===== src/rtl/nonres_pkg.sv =====
// Shared widths and result record for the non-restoring divider fix-up stage.
package nonres_pkg;

  localparam int DW   = 2;
  localparam int QW   = 3;
  localparam int RW   = 5;
  localparam int CNTW = 8;

  typedef struct packed {
    logic [QW-1:0] quo;
    logic [DW-1:0] rem;
    logic          dz;
  } result_t;

endpackage


===== src/rtl/nonres_fix_comb.sv =====
// Combinational quotient/remainder correction for a raw non-restoring result.
module nonres_fix_comb
  import nonres_pkg::*;
(
  input  logic        [DW-1:0] d,
  input  logic        [QW-1:0] q,
  input  logic signed [RW-1:0] r_n1,
  output result_t              res,
  output logic                 corr
);

  logic signed [RW-1:0] sum;

  // D is zero-extended so the add stays a plain two's-complement 5-bit sum
  assign sum = r_n1 + $signed({{(RW-DW){1'b0}}, d});

  always_comb begin
    res  = '0;
    corr = 1'b0;
    if (d == '0) begin
      res.quo = '1;
      res.rem = '0;
      res.dz  = 1'b1;
    end else if (r_n1[RW-1]) begin
      res.quo = q - QW'(1);
      res.rem = sum[DW-1:0];
      corr    = 1'b1;
    end else begin
      res.quo = q;
      res.rem = r_n1[DW-1:0];
    end
  end

endmodule


===== src/rtl/nonres_fixup.sv =====
// Two-stage valid/ready pipeline that applies the final non-restoring
// correction step and counts how many emitted results needed it.
module nonres_fixup
  import nonres_pkg::*;
(
  input  logic            clk,
  input  logic            rst,
  input  logic            in_valid,
  output logic            in_ready,
  input  logic [DW-1:0]   D,
  input  logic [QW-1:0]   Q,
  input  logic [RW-1:0]   R_n1,
  output logic            out_valid,
  input  logic            out_ready,
  output logic [QW-1:0]   quo,
  output logic [DW-1:0]   rem,
  output logic            dz,
  output logic [CNTW-1:0] corr_cnt
);

  function automatic logic [CNTW-1:0] sat_inc(input logic [CNTW-1:0] v);
    return (v == '1) ? v : v + CNTW'(1);
  endfunction

  logic                 vld_p1, vld_p2;
  logic        [DW-1:0] d_p1;
  logic        [QW-1:0] q_p1;
  logic signed [RW-1:0] r_p1;
  result_t              res_c, res_p2;
  logic                 corr_c, corr_p2;
  logic      [CNTW-1:0] cnt;
  logic                 take, adv;

  assign in_ready = !rst && (!vld_p1 || !vld_p2 || out_ready);
  assign take     = in_valid && in_ready;
  assign adv      = vld_p1 && (!vld_p2 || out_ready);

  always_ff @(posedge clk) begin
    if (rst) begin
      vld_p1 <= 1'b0;
      vld_p2 <= 1'b0;
      cnt    <= '0;
    end else begin
      vld_p1 <= take || (vld_p1 && !adv);
      vld_p2 <= adv || (vld_p2 && !out_ready);
      if (vld_p2 && out_ready && corr_p2)
        cnt <= sat_inc(cnt);
    end
  end

  // S1: raw tuple capture
  always_ff @(posedge clk) begin
    if (take) begin
      d_p1 <= D;
      q_p1 <= Q;
      r_p1 <= $signed(R_n1);
    end
  end

  nonres_fix_comb u_fix (
    .d    (d_p1),
    .q    (q_p1),
    .r_n1 (r_p1),
    .res  (res_c),
    .corr (corr_c)
  );

  // S2: corrected result, held while downstream stalls
  always_ff @(posedge clk) begin
    if (adv) begin
      res_p2  <= res_c;
      corr_p2 <= corr_c;
    end
  end

  assign out_valid = vld_p2 && !rst;
  assign quo       = rst ? '0 : res_p2.quo;
  assign rem       = rst ? '0 : res_p2.rem;
  assign dz        = rst ? 1'b0 : res_p2.dz;
  assign corr_cnt  = cnt;

endmodule


===== config.mk =====
export PLATFORM = sky130hd
export DESIGN_NAME = nonres_fixup
export DESIGN_NICKNAME = d
export VERILOG_FILES = /design/src/rtl/nonres_pkg.sv /design/src/rtl/nonres_fix_comb.sv /design/src/rtl/nonres_fixup.sv
export SDC_FILE = /design/constraint.sdc
export NUM_CORES = 1
export LEC_CHECK = 0
export ABC_CLOCK_PERIOD_IN_PS = 1600
export CORE_ASPECT_RATIO = 0.5
export CORE_MARGIN = 4
export CORE_UTILIZATION = 43
export CTS_CLUSTER_DIAMETER = 150
export DETAILED_ROUTE_END_ITERATION = 10
export GPL_ROUTABILITY_DRIVEN = 0
export GPL_TIMING_DRIVEN = 1
export PLACE_DENSITY_LB_ADDON = 0.15
export REMOVE_ABC_BUFFERS = 1
export SETUP_SLACK_MARGIN = 0.5
export SYNTH_ARGS = -nofsm -noshare
export SYNTH_HDL_FRONTEND = slang
export SYNTH_SLANG_ARGS = --single-unit

===== constraint.sdc =====
create_clock -name clk -period 1.6 [get_ports clk]
set_input_delay 0.4 -clock clk [delete_from_list [all_inputs] [get_ports clk]]
set_output_delay 0.4 -clock clk [all_outputs]
set_load 0.05 [all_outputs]

After elaboration in Yosys (flattened, before gate mapping)
Cells that the tools add are included.
Storage, ports and cells
  bits in registers: 27
  input bits: 14
  output and inout port bits: 16
Operators by class
  add/subtract/negate cells: 3
  equality and inequality tests: 1
  multiplexer cells: 6
  bitwise logic cells: 1
  reductions and logical operators: 20
Operator list (number)
  $add 8x1->8 const B: 1
  $eq 8x8->1 const B: 1
  $logic_and 1x1->1: 8
  $logic_not 1->1: 5
  $logic_or 1x1->1: 5
  $mux 5: 1
  $mux 1: 3
  $mux 3: 1
  $sub 3x1->3 const B: 1
  $add 2x2->2: 1
  $logic_not 2->1: 1
  $mux 2: 1
  $reduce_and 2->1: 1
  $not 1->1: 1

Longest topological paths before layout
  depth after elaboration: 6
  gate-level depth with buffers: 5
  depth with buffers taken out: 5

By module
A second synthesis with hierarchy kept.
Unflattened totals
  cells, all modules: 109
  area, all modules: 1257.5 µm²
By module, submodules not included
  nonres_fixup: instances 1, cells each 85, area an instance 1106.1 µm²
  nonres_fix_comb: instances 1, cells each 24, area an instance 151.4 µm²

Worst setup path after synthesis
No wires, ideal clock.
  path kind: in2reg
  start point: input rst
  end point: register d_p1[0], enable pin
  library setup time: 0.332 ns
  data arrival time: 1.773 ns
  setup slack: -0.505 ns
  stages: 3
  buffers on the path: 1
  cells stage by stage: clkbuf_1 -> a21oi_1 -> and2_1
Between the ends
  word-level cells in the longest chain between the ends: 3
Ends and longest elaborated chain
  from (decl): RTL line nonres_fixup.sv:7  | input logic rst,
  $logic_not 1->1: RTL line nonres_fixup.sv:34  | assign in_ready = !rst && (!vld_p1 || !vld_p2 || out_ready);
  $logic_and 1x1->1: RTL line nonres_fixup.sv:34
  net in_ready: RTL line nonres_fixup.sv:9  | output logic in_ready,
  $logic_and 1x1->1: RTL line nonres_fixup.sv:35  | assign take = in_valid && in_ready;
  net take: RTL line nonres_fixup.sv:32  | logic take, adv;
  to (signal assigned): RTL line nonres_fixup.sv:54  | d_p1 <= D;
  to (decl): RTL line nonres_fixup.sv:26  | logic [DW-1:0] d_p1;
The timed path passes the listed nets, and every way through them passes these cells.
A chain may end at the register's enable or synchronous reset.

Worst setup path after layout
  start point: register cnt[0], in the netlist corr_cnt[0]
  end point: register cnt[7], in the netlist corr_cnt[7]
Between the ends
  word-level cells in the longest chain between the ends: 3
Ends and longest elaborated chain
  from (decl): RTL line nonres_fixup.sv:31  | logic [CNTW-1:0] cnt;
  from (signal assigned): RTL line nonres_fixup.sv:47  | cnt <= sat_inc(cnt);
  parallel branches: the longest is 3 deep, another holds $add 8x1->8
Parallel ways; which one is timed is not known.

==> flow_summary.yaml <==
outcome:
  outcome: "finished clean"
worst_setup_path:
  start_kind: "flop"
  critPathSlowestCell: "or4_4"
  crit_end: "corr_cnt[7]"
  reg2reg_depth: 4
  startpoint: "corr_cnt[0]"
  path_cells: "ha_4 -> and3_4 -> or4_4 -> o211a_1"
  crit_path_max_fanout: 5
  r2r_slack_ns: 0.07
  cp.required_ns: 1.77
  reg2reg_from: "corr_cnt[0]"
  crit_arrival_ns: 1.69
  cpPeakStageDelay_ns: 0.48
  cp-end-kind: "flop"
  path_class: "flop to flop"
  r2r_end: "corr_cnt[7]"
cells_and_area:
  area_delta_synth_final_pct: 86.1
  final_cell_mix: "19 x buf_4, 17 x buf_12, 15 x edfxtp_1"
  drive_gt1_frac: 0.550
  layout_commonest_cell: "buf_4"
  stdcell_area_mm2: 0.00220
  antenna_cells: 0
  fin_nets: 187
clock_network:
  clkTransAtPathRegs_ns: 0.09
  cts_buffers: 3
  cts_tree: "done"
  clock_latency_ns: 0.27
  h-tree-depth: 1
  clock_path_buffers: 2
  clock-root-buffer: "clkbuf_8"
  cts_sinks: 25
sta:
  final.setup.worst_slack_ns: 0.0750
  hold_slack_ns: 0.405
  tightest_slew_ns: 0.318
  min_period_ns: 1.53
  rsz0062_at_grt: "yes"
  setup_viol: 0
  fin_crit_sh: 0.953
  slew_headroom: 0.788
  maxSlewViolCount: 0
  finalHoldViolCount: 0
  finClkSkew_ns: 0.00230
  fmax_ghz: 0.656
grt:
  grt_use_total: 0.164
  grt_pass1_vias: 1069
  grt_pass1_wl_um: 4510
  antenna_found_initial: 0
  grt_max_degree: 17
  grt_overflow: 0
detailed_routing:
  drt-total-wl_um: 2930
  vias: 1048
  viasPerCell: 5.09
  postRouteAntennaNets: 0
  detail_route.wl_per_cell_um: 14.2
  drc: 0
  drtIter0Drc: 33
  drt_pass1_iterations: 4
synth:
  yosysUniqueCellTypes: 29
  synth_cells: 107
  ys_async_sr_fraction: 0
  synthSimpleGateAreaFrac: 0.190
  ys_seq_area_frac: 0.551
  syn_area_mm2: 0.00118
  synth_xor_area_frac: 0.0148
  synth-compound-area-share: 0.108
  synthAdderAreaFrac: 0.0318
  yosys_warnings: 0
  synth.avg_cell_area_um2: 11.0
  ys_ff_latch: 25
  muxShareOfSynthArea: 0.0636
  synth_ff_type: "edfxtp_1"
  synth_edf_count: 15
  synth_top_family_by_area: "simple AND/OR/NAND/NOR gates"
floorplan:
  die_w_um: 82.1
  core-area_mm2: 0.00260
  io_pins: 30
  initial_core_util: 0.454
  rows: 13
  die_area_mm2: 0.00370
  die_h_um: 45.1
power_and_ir_drop:
  vdd_drop_max_v: 0.000518
  total_leakage_power_nw: 0.874
  power_density_mw_per_mm2: 615
placement:
  port_buffers: 27
  dp_hpwl_um: 1650
  dpl_worst_slack_ns: -0.319
  place_area_mm2: 0.00175
flow_run:
  maxCapViolations: 0
hold_path:
  hold_path.class: "input pin to flop"
==> metrics by stage <==
step	setup TNS, ns	cells	util	total power [mW]
detailed placement	-4.59	181	0.671	0.923
CTS	0	198	0.800	1.33
global route	0	206	0.845	1.41
finish	0	206	0.845	1.35
global placement	-4.44	181	0.671	0.918
floorplan	-4.20	103	-	0.812
==> worst max-delay path, delay by kind of cell, from the launching register on <==
kind / cells / cell delay, ns
fa+ha+maj: 1 / 0.16
simple gates: 2 / 0.69
flops: 1 / 0.35
compound gates: 1 / 0.22
==> how the worst min path moves through the flow <==
stage	slack [ns]	startpoint	end	cells past startpoint
3_5_place_dp	0.51	vld_p1	vld_p2	2
3_3_place_gp	0.49	vld_p1	vld_p2	2
6_report	0.41	rst	vld_p2	3
4_1_cts	0.41	rst	vld_p2	3
2_1_floorplan	0.47	rst	corr_cnt[4]	1
5_1_grt	0.41	rst	vld_p1	3
==> flip-flops by register name, summed over array words and instances (netlist names) <==
name	flops
vld_p2	1
corr_p2	1
r_p1	3
vld_p1	1
d_p1	2
res_p2	6
corr_cnt	8
q_p1	3
==> power breakdown <==
| part | switching, mW | internal [mW] |
|---|---|---|
| clock network | 0.210 | 0.183 |
| logic | 0.110 | 0.135 |
| registers | 0.0135 | 0.700 |
| total | 0.333 | 1.02 |
==> cells by family (layout without fill, tap and decap cells) <==
logic type / Yosys count / in the layout
xor gates and xnor gates: 2 / 2
adders and majority gates: 3 / 3
buffers and inverters: 9 / 71
muxes: 7 / 7
AOI/OAI and AO/OA: 20 / 20
and+or+nand+nor: 41 / 41
DFF: 25 / 25
==> metal layers <==
layer	share of wire	routed length (um)	vias up	global-route usage
met3	0.052	151	6	0.0498
met4	0.018	53	0	0.0530
met1	0.39	1130	498	0.170
met2	0.54	1590	31	0.319
met5	0	0	-	0
li1	-	-	513	-
==> cells in the mapped netlist (2+ instances only) <==
cell type	instances	area (um2)
edfxtp_1	15	450
inv_1	5	18.8
nand2b_1	2	12.5
nand4_1	2	12.5
nor2_1	9	33.8
a21oi_1	8	40.0
nor2b_1	14	87.6
ha_1	3	37.5
mux2i_1	3	30.0
clkbuf_1	2	7.51
mux2_1	3	33.8
nand2_1	4	15.0
and3_1	2	12.5
o21ai_0	6	30.0
dfxtp_1	10	200
nand3_1	4	20.0
a211oi_1	2	15.0
buf_6	2	22.5
==> what timing repair did <==
action / 4_1_cts / 5_1_grt
pin swaps: 8 / 3
setup endpoints to repair: 44 / 44
cloned: 1 / 0
setup buffers: 12 / 8
hold buffers: 0 / 0
endpoints found under the hold margin: 0 / 0
resized for setup: 67 / 13
==> cell type report <==
cell class	count	area, um2
timing repair buffer	62	762
sequential	25	672
multi-input combinational	73	649
fill	137	404
tap	37	46.3
clock buffer	3	41.3
inverter	5	18.8
clock inverter	1	8.76
No activity file was read; power rests on OpenSTA's default activity.
